File: src/rtl/button_event_arbiter_if.sv
// Button event arbiter bus bundle.
// Button pulses and overflow clear in, event stream out.
interface button_event_arbiter_if;
  logic [3:0] BtnPulse;
  logic       EvtReady;
  logic       ClrOvf;
  logic       EvtValid;
  logic [1:0] EvtCode;
  logic [2:0] EvtCount;
  logic       Overflow;

  modport master (
    output BtnPulse,
    output EvtReady,
    output ClrOvf,
    input  EvtValid,
    input  EvtCode,
    input  EvtCount,
    input  Overflow
  );

  modport slave (
    input  BtnPulse,
    input  EvtReady,
    input  ClrOvf,
    output EvtValid,
    output EvtCode,
    output EvtCount,
    output Overflow
  );
endinterface

File: src/rtl/button_event_arbiter.sv
// Round-robin arbiter of four button pulses into an event FIFO.
// Pending bits per button, sticky overflow when a press is lost.
module button_event_arbiter #(
  parameter int DEPTH = 4
) (
  input logic                   clk,
  input logic                   rst,
  button_event_arbiter_if.slave bus
);

  if (DEPTH != 2 && DEPTH != 4) begin : g_bad_depth
    $error("DEPTH must be 2 or 4");
  end

  localparam logic [2:0] LP_DEPTH = 3'(DEPTH);
  localparam logic [1:0] LP_LAST  = 2'(DEPTH - 1);

  logic [3:0] r_pend;
  logic [1:0] r_ptr;
  logic [1:0] r_mem [4];
  logic [1:0] r_wptr;
  logic [1:0] r_rptr;
  logic [2:0] r_count;
  logic       r_ovf;

  logic [7:0] w_dbl;
  logic [3:0] w_rot;
  logic       w_hit;
  logic [1:0] w_sel;
  logic       w_room;
  logic       w_gnt;
  logic [1:0] w_gnt_idx;
  logic [3:0] w_gnt_oh;
  logic [3:0] w_pend_nxt;
  logic       w_lost;
  logic       w_pop;
  logic [1:0] w_wptr_nxt;
  logic [1:0] w_rptr_nxt;

  // Rotate pending bits so index 0 is the round-robin start.
  assign w_dbl = {r_pend, r_pend} >> r_ptr;
  assign w_rot = w_dbl[3:0];

  // First set bit in rotated order, lowest offset wins.
  always_comb begin
    w_hit = 1'b0;
    w_sel = 2'd0;
    for (int k = 3; k >= 0; k--) begin
      if (w_rot[k]) begin
        w_hit = 1'b1;
        w_sel = 2'(k);
      end
    end
  end

  assign w_room    = r_count < LP_DEPTH;
  assign w_gnt     = w_hit && w_room;
  assign w_gnt_idx = r_ptr + w_sel;
  assign w_gnt_oh  = w_gnt ? (4'b0001 << w_gnt_idx)
                           : 4'b0000;

  // A press on a granted button survives as a new pending bit.
  assign w_pend_nxt = (r_pend & ~w_gnt_oh)
                    | bus.BtnPulse;
  assign w_lost = |(bus.BtnPulse & r_pend & ~w_gnt_oh);

  assign w_pop = (r_count != 3'd0) && bus.EvtReady;

  assign w_wptr_nxt = (r_wptr == LP_LAST) ? 2'd0
                                          : r_wptr + 2'd1;
  assign w_rptr_nxt = (r_rptr == LP_LAST) ? 2'd0
                                          : r_rptr + 2'd1;

  // Pending bits and round-robin pointer.
  always_ff @(posedge clk or negedge rst) begin
    if (!rst) begin
      r_pend <= 4'd0;
      r_ptr  <= 2'd0;
    end else begin
      r_pend <= w_pend_nxt;
      if (w_gnt) begin
        r_ptr <= w_gnt_idx + 2'd1;
      end
    end
  end

  // FIFO storage and tail pointer.
  always_ff @(posedge clk or negedge rst) begin
    if (!rst) begin
      for (int i = 0; i < 4; i++) begin
        r_mem[i] <= 2'd0;
      end
      r_wptr <= 2'd0;
    end else if (w_gnt) begin
      r_mem[r_wptr] <= w_gnt_idx;
      r_wptr        <= w_wptr_nxt;
    end
  end

  // FIFO head pointer.
  always_ff @(posedge clk or negedge rst) begin
    if (!rst) begin
      r_rptr <= 2'd0;
    end else if (w_pop) begin
      r_rptr <= w_rptr_nxt;
    end
  end

  // Occupancy: push and pop together leave it unchanged.
  always_ff @(posedge clk or negedge rst) begin
    if (!rst) begin
      r_count <= 3'd0;
    end else begin
      unique case ({w_gnt, w_pop})
        2'b10:   r_count <= r_count + 3'd1;
        2'b01:   r_count <= r_count - 3'd1;
        default: r_count <= r_count;
      endcase
    end
  end

  // Sticky overflow; a loss in the clearing cycle wins.
  always_ff @(posedge clk or negedge rst) begin
    if (!rst) begin
      r_ovf <= 1'b0;
    end else if (w_lost) begin
      r_ovf <= 1'b1;
    end else if (bus.ClrOvf) begin
      r_ovf <= 1'b0;
    end
  end

  assign bus.EvtValid = r_count != 3'd0;
  assign bus.EvtCode  = r_mem[r_rptr];
  assign bus.EvtCount = r_count;
  assign bus.Overflow = r_ovf;

endmodule

File: src/flat_wrapper.sv
// flat-port wrapper written by rule: the top's interface ports become plain ports
module button_event_arbiter_flat 
#(
  parameter int DEPTH = 4
)
  (clk, rst, bus_BtnPulse, bus_EvtReady, bus_ClrOvf, bus_EvtValid, bus_EvtCode, bus_EvtCount, bus_Overflow);
  button_event_arbiter_if bus_i ();
  input logic clk;
  input logic rst;
  input wire logic [$bits(bus_i.BtnPulse)-1:0] bus_BtnPulse;
  input wire logic [$bits(bus_i.EvtReady)-1:0] bus_EvtReady;
  input wire logic [$bits(bus_i.ClrOvf)-1:0] bus_ClrOvf;
  output wire logic [$bits(bus_i.EvtValid)-1:0] bus_EvtValid;
  output wire logic [$bits(bus_i.EvtCode)-1:0] bus_EvtCode;
  output wire logic [$bits(bus_i.EvtCount)-1:0] bus_EvtCount;
  output wire logic [$bits(bus_i.Overflow)-1:0] bus_Overflow;
  assign bus_i.BtnPulse = bus_BtnPulse;
  assign bus_i.EvtReady = bus_EvtReady;
  assign bus_i.ClrOvf = bus_ClrOvf;
  assign bus_EvtValid = bus_i.EvtValid;
  assign bus_EvtCode = bus_i.EvtCode;
  assign bus_EvtCount = bus_i.EvtCount;
  assign bus_Overflow = bus_i.Overflow;
  button_event_arbiter #(.DEPTH(DEPTH)) u_core (.clk(clk), .rst(rst), .bus(bus_i));
endmodule
File: config.mk
export PLATFORM = sky130hd
export DESIGN_NAME = button_event_arbiter_flat
export DESIGN_NICKNAME = d
export VERILOG_FILES = /design/src/rtl/button_event_arbiter_if.sv /design/src/rtl/button_event_arbiter.sv /design/src/flat_wrapper.sv
export SDC_FILE = /design/constraint.sdc
export NUM_CORES = 1
export LEC_CHECK = 0
export CORE_MARGIN = 2
export CORE_UTILIZATION = 56
export DETAILED_ROUTE_END_ITERATION = 10
export PLACE_DENSITY = 0.85
export SYNTH_ARGS = -nofsm -noshare
export SYNTH_HDL_FRONTEND = slang
export SYNTH_SLANG_ARGS = --single-unit
File: constraint.sdc
create_clock -name clk -period 6.9 [get_ports clk]
set_input_delay 0.69 -clock clk [delete_from_list [all_inputs] [get_ports clk]]
set_output_delay 0.69 -clock clk [all_outputs]
set_load 0.1 [all_outputs]
---- Word-level counts from Yosys, hierarchy flattened ----
Index checks and enable logic that the tools add are counted.
operators by class
  add/subtract/negate cells ............... 6
  reduce and logical (&&, ||, !) cells .... 7
  mux-type cells .......................... 20
  equality and inequality tests ........... 4
  shift operators ......................... 2
  bitwise gates (word level) .............. 7
  order comparisons ....................... 4
operators with widths
  kind                                                count
  two-way mux 2 bit                                   9
  AND 4 bit                                           3
  bitwise mux 8 bit                                   1
  right shift 8 x 2 -> 4 bit                          1
  adder 2 x 1 -> 2 bit, second input constant         3
  equality test 2 bit, second input constant          3
  >= comparator 3 bit, second input constant          2
  two-way mux 1 bit                                   6
  NOT 2 -> 3 bit                                      2
  case mux 3 bit (2 select lines)                     1
  binary-select mux 2 bit (select 2 bit)              1
  demux 2 bit (select 2 bit)                          1
  two-way mux 4 bit                                   1
  NOT 4 bit                                           1
  bitwise OR 4 bit                                    1
  nonzero test 2 bit                                  2
  OR reduction 4 bit                                  1
  << shifter 1 x 2 -> 4 bit, first input constant     1
  adder 3 x 1 -> 3 bit, second input constant         1
  logical AND 1 bit                                   3
  < comparator 3 x 1 -> 1 bit, second input constant  1
  < comparator 3 bit, second input constant           1
  nonzero test 3 bit                                  1
  subtractor 3 x 1 -> 3 bit, second input constant    1
  2 further kinds                                     2
word-level totals
  word-level logic and storage cells ...... 60
  register bits ........................... 22
  output and inout port bits .............. 7
  bits of input ports ..................... 8

---- Longest topological paths before layout ----
  depth in word-level cells ............... 12
  depth in mapped cells ................... 11
  mapped depth without buffers ............ 10

---- Worst setup path before layout ----
Ideal clock, no wire load.
  kind .................................... register to register
  start ................................... reg u_core.r_count[2] (netlist: u_core.bus.EvtCount[2])
  end ..................................... reg u_core.r_count[2] (netlist: u_core.bus.EvtCount[2])
  arrival ................................. 3.013 ns
  path slack .............................. 3.724 ns
  stages on the path, launching flop included .. 10
  buffers on the path ..................... 0
  clock period less this slack ............ 3.176 ns
  setup time .............................. 0.164 ns
  data required time ...................... 6.736 ns
  cell sequence ........................... dfrtp_1 -> or3_1 -> nand2_1 -> inv_1 -> ha_1 -> inv_1 -> fa_1 -> xor2_1 -> nor2_1 -> xor2_1
on the way
  cells in the longest elaborated chain, start to end .. 4
  elaborated cells on any way between the ends .. 10
  classes of those cells .................. add/sub: 2; order compare: 1; eq/ne: 2; mux: 1; reduce/logical: 4
RTL lines
  item                                                                   line                         RTL
  start: declaration                                                     button_event_arbiter.sv:23   logic [2:0] r_count;
  start signal: assignment                                               button_event_arbiter.sv:115  2'b10: r_count <= r_count + 3'd1;
  start signal: assignment                                               button_event_arbiter.sv:116  2'b01: r_count <= r_count - 3'd1;
  start signal: assignment                                               button_event_arbiter.sv:117  default: r_count <= r_count;
  nonzero test 3 bit *                                                   -
  named net bus_EvtValid                                                 flat_wrapper.sv:13           output wire logic [$bits(bus_i.EvtValid)-1:0] bus_EvtValid;
  logical AND 1 bit *                                                    button_event_arbiter.sv:67   assign w_pop = (r_count != 3'd0) && bus.EvtReady;
  named net u_core.w_pop                                                 button_event_arbiter.sv:36   logic w_pop;
  equality test 2 x 1 -> 1 bit or equality test 2 bit (tied branches)    button_event_arbiter.sv:114  unique case ({w_gnt, w_pop})
  case mux 3 bit (2 select lines) or nonzero test 2 bit (tied branches)  -
The timed path passes the listed nets; every way through them passes the cells marked *.
A chain may end at the register's enable or synchronous reset.

---- Worst setup path after layout ----
  start ................................... reg u_core.r_rptr[0]
  end ..................................... out bus_EvtCode[0]
on the way
  cells in the longest elaborated chain, start to end .. 4
RTL lines
  item                                                  line                         RTL
  start: declaration                                    button_event_arbiter.sv:22   logic [1:0] r_rptr;
  start signal: assignment                              button_event_arbiter.sv:105  r_rptr <= w_rptr_nxt;
  NOT 2 -> 3 bit (not written as such)                  button_event_arbiter.sv:134  assign bus.EvtCode = r_mem[r_rptr];
  binary-select mux 2 bit (select 2 bit)                button_event_arbiter.sv:134
  two-way mux 2 bit (not written as such) (2 in a row)  button_event_arbiter.sv:134
  end: declaration                                      flat_wrapper.sv:14           output wire logic [$bits(bus_i.EvtCode)-1:0] bus_EvtCode;
No other way between the ends. The select of a mux whose other input is x is not followed.

==> flow_summary.ini <==
[run_status]
status = complete, no violations

[place]
place_congestion = 0.857
pre_cts_ws_ps = 4030
dpl.hpwl_um = 1860
place.port_buffers = 14

[clock_network]
cts.sinks = 22
htree_num_levels = 1
cts_tree = yes
cts.reportedPaths.clkPinSlew_ps = 120
post_cts_buffers = 0
cts-root-buf = clkbuf_4
clockBufferDepth = 2
cts-buffers-inserted = 3
holdBufCountCts = 0
ctsResizeCount = 0
clock_latency_ps = 300

[logic_synthesis]
synth_cell_type_count = 38
synthTopCellsByArea = dfrtp_1 44%, ha_1 7.0%, o21ai_0 5.6%
yosys_warnings = 0
seq_area_frac_synth_pct = 43.7
synth_nets = 142
async_flop_share_pct = 100
synth_top_area_share_pct = 43.7
synthFlopType = dfrtp_1
synth.ff_latch_count = 22
synth_edf_count = 0
avgSynthCellArea_sq_um = 10.0
netlist_instances = 126
synth_area_sq_um = 1260
yosys.area.top_type = dfrtp_1

[floorplanning]
initial_core_util_pct = 58.1
coreArea_sq_um = 2170
die_h_um = 51.4
rows = 17
die_area_sq_um = 2650
die_w_um = 51.4
io_pins = 15

[worst_setup_path]
crit_path_cell_trace = mux4_2 -> clkdlybuf4s50_1
r2r-start = u_core.r_ptr[0]$_DFFE_PN0P_
cp_slowest_stage_delay_ps = 980
cp.arrival_ps = 2300
crit_slowest_cell = clkdlybuf4s50_1
crit_path_start = u_core.r_rptr[0]$_DFFE_PN0P_
end_kind = primary output
start_kind = flop
crit_fanout = 5
cp.required_ps = 6210
worstSetupPathType = flop to primary output

[timing]
fin_crit_sh_pct = 43.4
setup_violations = 0
rsz0062_at_grt = false
worst_slack_ps = 3910
fin_worst_skew_ps = 9.46
timing.final.crit_period_ps = 2990
slew_viol_final = 0
worst_slew_pin_slew_ps = 975
maxSlewHeadroom_pct = 34.8
setup_tns_ps = 0
fin_hold_ws_ps = 502
timing.final.hold_violations = 0
timing.fmax_mhz = 334

[global_routing]
grt_pass1_vias = 907
antenna_found_initial = 0
grt_usage_pct = 22.1
grt_pass1_wl_um = 4330
grt_max_degree = 23
grt_overflow = 0

[finish]
fill_cells = 173
nNetsFinal = 156
antenna_cells_inserted = 0
fin_util_pct = 67.2
multi_input_area_sq_um = 638
areaGrowthSynthToFinish_pct = 15.7
final_cell_mix = 22 x dfrtp_1, 17 x nand2_1, 14 x o21ai_0, 14 x clkdlybuf4s50_1, 11 x inv_1
register_area_sq_um = 551
layout-drive-gt1-share_pct = 6.47
layout_commonest_cell = dfrtp_1

[worst_hold_path]
worstHoldStart = u_core.r_mem[3]$_DFFE_PN0P_
hold_class = flop to flop

[drt]
vias_per_cell = 5.80
top_layer = met4
num_vias = 969
drc_errors = 0
met1_length_um = 1070
wirelength_um = 2430
first_iter_violations = 39
drt.antenna.violating_nets = 0
met2_length_um = 1190
dr.pass1.iters = 4
avgRoutedWirePerCell_um = 14.6
routed-wl-met3_um = 141

[job]
cap_violations = 0
cells by family (layout without fill, tap and decap cells):
logic type	Yosys count	after routing	share of synthesized area [%]
AND/OR/NAND/NOR	37	37	13.6
multiplexers	6	6	6.85
buffers and inverters	16	29	5.66
AO/OA/AOI/OAI	32	32	17.6
adder cells (fa/ha/maj)	8	8	8.54
flip-flops	22	22	43.7
XOR/XNOR	5	5	4.07
synth_stat cells (2+ instances only):
master / instances
or3_1: 2
and2_1: 2
ha_1: 7
dfrtp_1: 22
nand2_1: 17
nand2b_1: 3
mux4_2: 2
mux2i_1: 3
a21o_1: 4
clkbuf_2: 2
nor2_1: 5
o21ai_0: 14
inv_1: 11
nor3_1: 3
xor2_1: 3
a21oi_1: 3
nor2b_1: 2
flip-flops by register name, indices dropped and copies added (netlist names):
| name | flops |
|---|---|
| u_core.r_pend | 4 |
| u_core.r_ptr | 2 |
| u_core.r_wptr | 2 |
| u_core.bus.EvtCount | 3 |
| u_core.r_rptr | 2 |
| u_core.r_mem | 8 |
| u_core.bus.Overflow | 1 |
worst paths after layout:
path	to	slack [ps]	cells past startpoint
setup / recovery	bus_EvtCode[0]	3910	2
hold / removal	u_core.r_mem[3]$_DFFE_PN0P_	500	2
setup reg to reg	u_core.bus.Overflow$_DFFE_PN0P_	3930	9
hold reg to reg	u_core.r_mem[3]$_DFFE_PN0P_	500	2
max in group asynchronous	u_core.bus.EvtCount[0]$_DFFE_PN0P_	5420	1
min in group asynchronous	u_core.r_mem[1]$_DFFE_PN0P_	900	1
per-layer routing:
metal / GRT usage [%] / vias to the layer above
li1: - / 459
met1: 32.1 / 469
met2: 33.3 / 37
met3: 4.09 / 4
met4: 7.89 / 0
met5: 0 / -
critical path: cells and delay by family, from the launching register on:
family | cells | cell delay [ps]
buffers and inverters | 1 | 980
muxes | 1 | 530
DFF | 1 | 490
metrics by stage:
| stage | instance area, sq um | std cells |
|---|---|---|
| finish | 1460 | 167 |
| global route | 1460 | 167 |
| CTS | 1460 | 167 |
| detailed placement | 1410 | 163 |
| global placement | 1410 | 163 |
| floorplan | 1260 | 126 |
final cells by class:
type / instances / share of cell area, %
inverter: 11 / 2.83
clock buffer: 3 / 1.55
sequential: 22 / 37.8
tap: 28 / 2.40
timing repair buffer: 14 / 9.61
clock inverter: 1 / 2.06
multi-input combinational: 88 / 43.8
Power is left out: the tool's default activity adds up to more than one toggle a clock period on the data nets, which glitch-free logic cannot reach.
